**src/rtl/serial_adder_pkg.sv**
```systemverilog
// Shared definitions for the bit-serial adder: FSM state encodings and the
// counter-width helper.
package serial_adder_pkg;

  localparam logic [1:0] IDLE = 2'd0;
  localparam logic [1:0] RUN  = 2'd1;
  localparam logic [1:0] DONE = 2'd2;

  // Smallest r with 2**r >= n; floors at 1 so the counter is never zero-width.
  function automatic int clog2(input int n);
    int r;
    r = 0;
    while ((1 << r) < n) r++;
    if (r < 1) r = 1;
    return r;
  endfunction

endpackage

```
**src/rtl/serial_adder_fa_cell.sv**
```systemverilog
// One-bit full adder built from two half adders; the single arithmetic cell
// that the bit-serial adder reuses on every bit-step.
module Half_Adder (
  input  logic A,
  input  logic B,
  output logic Sum,
  output logic Carry
);

  assign Sum   = A ^ B;
  assign Carry = A & B;

endmodule

module Full_Adder_Cell (
  input  logic a,
  input  logic b,
  input  logic cin,
  output logic sum,
  output logic cout
);

  logic s0;
  logic c0;
  logic c1;

  Half_Adder ha0 (.A(a),  .B(b),   .Sum(s0),  .Carry(c0));
  Half_Adder ha1 (.A(s0), .B(cin), .Sum(sum), .Carry(c1));

  // Both half-adder carries can never be high together, so OR gives majority.
  assign cout = c0 | c1;

endmodule

```
**src/rtl/serial_adder.sv**
```systemverilog
// Bit-serial WIDTH-bit adder: one full-adder cell, LSB first, one bit per
// clock, with a start/busy/done handshake and held result registers.
module serial_adder
  import serial_adder_pkg::*;
#(
  parameter int WIDTH = 8
) (
  input  logic             clk,
  input  logic             rst_n,
  input  logic             start,
  input  logic [WIDTH-1:0] a,
  input  logic [WIDTH-1:0] b,
  input  logic             cin,
  output logic             busy,
  output logic             done,
  output logic [WIDTH-1:0] sum,
  output logic             cout
);

  localparam int CW = clog2(WIDTH);
  localparam logic [CW-1:0] LAST = CW'(WIDTH - 1);

  logic [1:0]       state;
  logic [WIDTH-1:0] ra;
  logic [WIDTH-1:0] rb;
  logic [WIDTH-1:0] sreg;
  logic [WIDTH-1:0] sreg_next;
  logic [CW-1:0]    cnt;
  logic             c;
  logic             s;
  logic             co;

  Full_Adder_Cell fa (
    .a    (ra[0]),
    .b    (rb[0]),
    .cin  (c),
    .sum  (s),
    .cout (co)
  );

  // Partial sum shifts in from the top, so after WIDTH steps it is LSB-aligned.
  always_comb begin
    sreg_next = sreg >> 1;
    sreg_next[WIDTH-1] = s;
  end

  always_ff @(posedge clk or negedge rst_n) begin
    if (!rst_n) begin
      state <= IDLE;
      ra    <= '0;
      rb    <= '0;
      sreg  <= '0;
      cnt   <= '0;
      c     <= 1'b0;
      sum   <= '0;
      cout  <= 1'b0;
    end else begin
      case (state)
        IDLE: begin
          if (start) begin
            ra    <= a;
            rb    <= b;
            sreg  <= '0;
            c     <= cin;
            cnt   <= '0;
            state <= RUN;
          end
        end
        RUN: begin
          ra   <= ra >> 1;
          rb   <= rb >> 1;
          sreg <= sreg_next;
          c    <= co;
          cnt  <= cnt + CW'(1);
          if (cnt == LAST) begin
            sum   <= sreg_next;
            cout  <= co;
            state <= DONE;
          end
        end
        DONE:    state <= IDLE;
        default: state <= IDLE;
      endcase
    end
  end

  assign busy = (state != IDLE);
  assign done = (state == DONE);

endmodule
```
**config.mk**
```make
export PLATFORM = sky130hd
export DESIGN_NAME = serial_adder
export DESIGN_NICKNAME = d
export VERILOG_FILES = /design/src/rtl/serial_adder_pkg.sv /design/src/rtl/serial_adder_fa_cell.sv /design/src/rtl/serial_adder.sv
export SDC_FILE = /design/constraint.sdc
export NUM_CORES = 1
export LEC_CHECK = 0
export ABC_AREA = 1
export CAP_MARGIN = 0
export CELL_PAD_IN_SITES_DETAIL_PLACEMENT = 0
export CELL_PAD_IN_SITES_GLOBAL_PLACEMENT = 2
export CORE_AREA = 2 2 76 78
export CTS_CLUSTER_DIAMETER = 50
export DETAILED_ROUTE_END_ITERATION = 8
export DIE_AREA = 0 0 78 80
export GPL_TIMING_DRIVEN = 0
export HOLD_SLACK_MARGIN = 0.05
export PLACE_DENSITY_LB_ADDON = 0.05
export SKIP_CTS_REPAIR_TIMING = 1
export SYNTH_ARGS = -nofsm -noshare
export SYNTH_HDL_FRONTEND = slang
export SYNTH_SLANG_ARGS = --single-unit
```
**constraint.sdc**
```tcl
create_clock -name clk -period 3.2 [get_ports clk]
set_input_delay 0.32 -clock clk [delete_from_list [all_inputs] [get_ports clk]]
set_output_delay 0.32 -clock clk [all_outputs]
set_load 0.005 [all_outputs]
```
==> impl_results.md, run 1 <==
- Worst-path cell chain: buf_4 > buf_4 > nor2_1 > clkdlybuf4s50_1
- Clock root buffer: clkbuf_8
- Data arrival time of the critical path: 1.73 ns
- Worst Skew: 0.00947 ns
- RePlAce Congestion: 0.678
- CP Capture Type: output pin
- Placement row count: 27
- Hold Path Class: input port to asynchronous set/reset pin
- P_leak: 0.00111 uW
- Post-Synth Adder-Cell Area: 2.65%
- Area contributors post-synth: dfrtp_1 56%, nand2_1 23%, nand3_1 5.6%
- Via Count: 1,418
- Initial antenna violation count: 0
- Final period utilization: 63.9%
- H-tree level count: 2
- Die Wd: 78 um
- Startpoint Class: register
- Avg Inst Size Synth: 8.22 um^2
- Final setup TNS: 0 ns
- # setup viols final: 0
- Cell Pwr Density: 872 nW/um^2
- Final hold vios: 0
- Mapped Nets: 230
- CP Class: register to output pin
- HPWL Detailed: 2.62 mm
- Routed Antenna Nets: 0
- First-pass GRT wire length: 6.75 mm
- Ant. Diodes: 0
- Max Root-Sink Buffers: 2
- Total track usage: 13.9%
- RSZ-0062 raised after global routing: false
- WL/cell: 12.2 um
- CTS buffer count: 5
- Worst path slowest cell: clkdlybuf4s50_1
- Synth area leader: dfrtp_1
- Number of port buffers: 30
- Worst skew pair latency: 0.29 ns
- Post-Syn Area: 1700 um^2
- Worst Path Required: 2.88 ns
- Post-synthesis sequential area ratio: 55.9%
- Area Growth Syn to Fin: 27.3%
- Min cycle time layout: 2.05 ns
- Largest family of logic cells by synthesized area: simple AND/OR/NAND/NOR gates
- Post-Synth XOR/XNOR Area: 0%
- Core region area: 5410 um^2
- Grt total ovfl: 0
- Initial core utilization: 31.5%
- Iter 0 DRT Violations: 112
- Post-synthesis compound-gate area fraction: 5.66%
- CTS clk-pin slew, worst paths: 0.08 ns
- Vias in the first global route: 1,430
- Crit Path Max Fanout: 10
- Die area: 6240 um^2
- Most used cell, CP: buf_4
- Max cap viols: 0
- Fmax: 489 MHz
- Chip height: 80 um
- Largest net degree at the start of global routing: 39
- Final Slew Violations: 0
- Vias per cell: 4.49
- Post-Synth Simple-Gate Area: 30.0%
- Mux share of post-synthesis cell area: 0%
- Placed cell area: 2090 um^2
- Fill count: 571
- Routed WL: 3.85 mm
- Drt first pass iters: 4
- CTS tree: done
- Worst IR drop on VDD: 0.000312 V
- Layout cells sized above 1: 7.79%
- Status: complete, no violations
- CTS sink cnt: 38
- Synth top area share: 55.9%
- Syn Inst Count: 207
- Measured slew at the worst slew-check pin: 0.857 ns
- Nets@finish: 267
- I/O pin total: 31
- Drt drc: 0
- Synth cell types: 14
- Power, Total: 1890 uW
- Post-route cell area: 2170 um^2
- Flops & latches, synth: 38
- Ys Warns: 0
- Slew headroom: 42.9%
- Slowest stage delay, CP: 0.50 ns
-- area by class of cell --
type	instances	area (um^2)	share of cell area, %
plain buffers	10	57.6	2.66
clock buffers	5	68.8	3.18
clock inverters	2	10.0	0.462
inverters	11	41.3	1.91
multi-input cells	148	652	30.1
flip-flops and latches	38	951	43.9
well taps	72	90.1	4.16
repair buffers	30	295	13.6
-- cell families (layout without fill, tap and decap cells) --
family | Yosys count | after routing
AO/OA/AOI/OAI | 17 | 17
adder cells (fa/ha/maj) | 3 | 3
flip-flops | 38 | 38
buffers and inverters | 21 | 58
AND/OR/NAND/NOR | 128 | 128
-- routing by layer --
metal	GRT usage, %	vias up	wire (um)
li1	-	715	-
met1	18.2	665	1790
met2	22.6	36	1840
met3	3.85	2	201
met4	4.21	0	15
met5	0	-	0
-- placed cells by master, fill, tap and decap left out, types with 4 or more instances in the layout --
master,instances
clkbuf_8,5
nand2_1,106
dfrtp_1,38
clkdlybuf4s50_1,29
buf_4,4
inv_1,10
o21ai_0,16
nand3_1,19
buf_2,5
-- power by group --
part           switching (uW)  internal, uW  total (uW)
Combinational             433           344         778
Sequential                119           690         808
Clock                     157           146         303
Total                     709          1180        1890
-- registers in the layout, indices dropped and copies added, names as in the netlist --
register and flops:
c 1, sreg 7, cout 1, state 2, cnt 3, ra 8
rb 8, sum 8
-- through the flow --
| stage | util, % | worst slack, ns | std cells | hold WS, ns |
|---|---|---|---|---|
| after floorplan | - | 1.87 | 207 | 0.0244 |
| after CTS | 40.1 | 1.13 | 316 | 0.172 |
| after detailed placement | 38.6 | 1.45 | 309 | 0.467 |
| after global placement | 38.7 | 0.851 | 309 | 0.461 |
| final | 40.1 | 1.15 | 316 | 0.137 |
| after global routing | 40.1 | 1.04 | 316 | 0.183 |
-- worst max-delay path, delay by kind of cell (launching register included) --
| kind | cells | cell delay [ns] |
|---|---|---|
| buffers and inverters | 3 | 0.89 |
| DFF | 1 | 0.44 |
| and+or+nand+nor | 1 | 0.10 |
-- cells in the mapped netlist --
master      n
nand3_1    19
inv_2       1
clkbuf_1    2
nor2_1      2
ha_1        2
buf_4       4
inv_1      10
fa_1        1
buf_2       4
o21ai_4     1
o21ai_0    16
dfrtp_1    38
nand2_1   106
nand3_2     1
-- worst paths after layout --
path | start | to | slack, ns | depth (start not counted)
setup / recovery | state[0]$_DFFE_PN0P_ | done | 1.15 | 4
hold / removal | rst_n | sum[2]$_DFFE_PN0P_ | 0.14 | 1
setup reg to reg | cnt[0]$_DFFE_PN0P_ | sum[4]$_DFFE_PN0P_ | 1.58 | 5
hold reg to reg | cnt[1]$_DFFE_PN0P_ | cnt[1]$_DFFE_PN0P_ | 0.48 | 2
max in group asynchronous | rst_n | ra[3]$_DFFE_PN0P_ | 2.52 | 1
min in group clk | cnt[1]$_DFFE_PN0P_ | cnt[1]$_DFFE_PN0P_ | 0.48 | 2
Power figures use the tool's default switching activity.
==> run 2, diff against run 1 <==
Settings changed: CORE_AREA 2 2 76 78 to 2 2 79 81, DIE_AREA 0 0 78 80 to 0 0 81 83.
Clock period 3.2 ns to 1.9 ns, I/O delays scaled along.
==> run 2 against run 1 <==
  * Flip-flop and latch count unchanged
  * Worst hold slack got worse by 0.13 ns
  * Critical path depth unchanged
  * Clock skew decreased by 0.0059 ns
  * First-iteration DRC count decreased by 29%
  * Clock power increased by 69%
  * Count of clock-buffer cells in the layout unchanged
  * Critical endpoint is now busy
  * Largest power group unchanged
==> impl_results.md, run 2 (synthesized netlist as in run 1, its figures left out) <==
- Final Worst Setup Slack: 0.141 ns (was 1.15 ns)
- Worst-case reg-to-reg path depth: 5 (unchanged)
- Placed cell area: 2090 um^2 (about the same)
- CP Class: register to output pin (unchanged)
- Total track usage: 13.2% (was 13.9%)
- Worst Path Required: 1.71 ns (was 2.88 ns)
- Routed WL: 3.98 mm (was 3.85 mm)
- Vias per cell: 4.38 (was 4.49)
- Worst IR drop on VDD: 0.000390 V (was 0.000312 V)
- P_int: 2020 uW (was 1180 uW)
- Number of port buffers: 30 (unchanged)
- Routed Antenna Nets: 0 (unchanged)
- CTS buffer count: 5 (unchanged)
- Switch share: 37.6% (was 37.5%)
- Iter 0 DRT Violations: 79 (was 112)
- Data arrival time of the critical path: 1.57 ns (was 1.73 ns)
- P_leak: 0.00113 uW (was 0.00111 uW)
- Startpoint Class: register (unchanged)
- Min cycle time layout: 1.76 ns
- Fmax: 568 MHz
- H-tree level count: 2 (unchanged)
- RSZ-0062 raised after global routing: false (unchanged)
- Reg2reg setup slack: 0.25 ns (was 1.58 ns)
- Nets@finish: 268 (was 267)
- Worst Skew: 0.00355 ns (was 0.00947 ns)
- CP Capture Type: output pin (unchanged)
- CTS clk-pin slew, worst paths: 0.07 ns (was 0.08 ns)
- Drt drc: 0 (unchanged)
- Ant. Diodes: 0 (unchanged)
- Drt first pass iters: 4 (unchanged)
- Worst setup startpoint: state[0]$_DFFE_PN0P_ (unchanged)
- Post-route cell area: 2190 um^2 (was 2170 um^2)
- Hold Path Class: input port to asynchronous set/reset pin (unchanged)
- Slew headroom: 42.9% (about the same)
- Final period utilization: 92.6%
- Most common cell after layout, fill and taps aside: nand2_1 (unchanged)
- Max cap viols: 0 (unchanged)
- CTS sink cnt: 38 (unchanged)
- Hold WS: 0.0117 ns (was 0.137 ns)
- HPWL Detailed: 2.68 mm (was 2.62 mm)
- Die area: 6720 um^2 (was 6240 um^2)
- Largest net degree at the start of global routing: 39 (unchanged)
- Layout cells sized above 1: 8.98% (was 7.79%)
- Via Count: 1,400 (was 1,418)
- Logic pwr share: 42.2% (was 41.2%)
- I/O pin total: 31 (unchanged)
- RePlAce Congestion: 0.667 (was 0.678)
- Worst Setup EP: busy (was done)
- Vias in the first global route: 1,441 (was 1,430)
- Core region area: 5820 um^2 (was 5410 um^2)
- Net Switching: 1210 uW (was 709 uW)
- CTS tree: done (unchanged)
- Initial antenna violation count: 0 (unchanged)
- Chip height: 83 um (was 80 um)
- Cell Pwr Density: 1480 nW/um^2 (was 872 nW/um^2)
- # setup viols final: 0 (unchanged)
- Most frequent cells in the layout: 106 x nand2_1, 37 x dfrtp_1, 28 x clkdlybuf4s50_1 (was 106 x nand2_1, 38 x dfrtp_1, 29 x clkdlybuf4s50_1)
- Flop pwr share: 41.9% (was 42.8%)
- Die Wd: 81 um (was 78 um)
- Placement row count: 28 (was 27)
- Max Root-Sink Buffers: 2 (unchanged)
- Final Slew Violations: 0 (unchanged)
- Crit Path Max Fanout: 10 (unchanged)
- Initial core utilization: 29.3% (was 31.5%)
- Reg2reg end: sum[2]$_DFFE_PN0P_ (was sum[4]$_DFFE_PN0P_)
- Fill count: 642 (was 571)
- Final hold vios: 0 (unchanged)
- WL/cell: 12.4 um (was 12.2 um)
- Setup slack at placement: 0.262 ns (was 1.45 ns)
- First-pass GRT wire length: 6.96 mm (was 6.75 mm)
- Clock root buffer: clkbuf_8 (unchanged)
- Registers with the most flip-flops: ra: 8 flops, rb: 8 flops, sum: 8 flops (unchanged)
- Area Growth Syn to Fin: 28.7% (was 27.3%)
- Clk pwr share: 15.8% (was 16.0%)
- Status: complete, no violations (unchanged)
- Grt total ovfl: 0 (unchanged)
- Measured slew at the worst slew-check pin: 0.856 ns (was 0.857 ns)
- R2R Path Start: cnt[0]$_DFFE_PN0P_ (unchanged)
- Worst skew pair latency: 0.28 ns (was 0.29 ns)
## run 2: cell types whose count changed in the layout (fill, tap and decap cells not counted), sizes merged
cell,change
dlymetal6s2s,+1
buf,+1
clkdlybuf4s50,-1
## run 2: layout make-up
class,count,area (um^2),area share (%)
timing repair buffer,32,313,14.3
tap,75,93.8,4.29
sequential,38,952,43.5
multi-input combinational,148,654,29.9
buffer,9,56.3,2.57
clock inverter,2,10.0,0.457
inverter,11,41.3,1.89
clock buffer,5,68.8,3.14
## run 2: worst min-delay path by stage
| stage | startpoint | end |
|---|---|---|
| after global placement | cnt[1]$_DFFE_PN0P_ | cnt[1]$_DFFE_PN0P_ |
| after global routing | rst_n | sum[7]$_DFFE_PN0P_ |
| final | rst_n | sum[5]$_DFFE_PN0P_ |
| after CTS | rst_n | sum[5]$_DFFE_PN0P_ |
| after detailed placement | rst_n | sum[5]$_DFFE_PN0P_ |
| after floorplan | rst_n | c$_DFFE_PN0P_ |
## run 2: worst max-delay path, stage by stage, from the launching register on
cell             delay (ns)
dfrtp_2                0.43
buf_6                  0.15
nor2_2                 0.19
inv_1                  0.06
clkdlybuf4s50_1        0.45
## run 2: routing by layer
| layer | share of wire [%] | GRT usage (%) |
|---|---|---|
| met1 | 49 | 18.3 |
| met2 | 45 | 19.8 |
| met3 | 4.6 | 3.48 |
| met4 | 1.3 | 4.16 |
| met5 | 0 | 0 |
## run 2: power by group through the flow
stage	logic, uW	registers [uW]	clock network (uW)
6_report	1360	1360	512
5_1_grt	1590	1400	581
3_5_place_dp	1350	1370	0
4_1_cts	1360	1360	538
2_1_floorplan	834	1340	0
3_3_place_gp	1320	1360	0
## run 2: through the flow
step	utilization (%)	power, uW	TNS, ns	instances
2_1_floorplan	-	2180	0	207
3_3_place_gp	36.0	2680	-12.93	312
3_5_place_dp	36.0	2720	0	312
4_1_cts	37.3	3260	-0.0529	319
5_1_grt	37.7	3570	0	320
6_report	37.7	3230	0	320
==> run 3, diff against run 2 <==
Settings changed: CAP_MARGIN 0 to 5, SLEW_MARGIN set to 0.
==> results of run 3 <==
No change in the layout: final DEF, timing and power equal those of run 2.
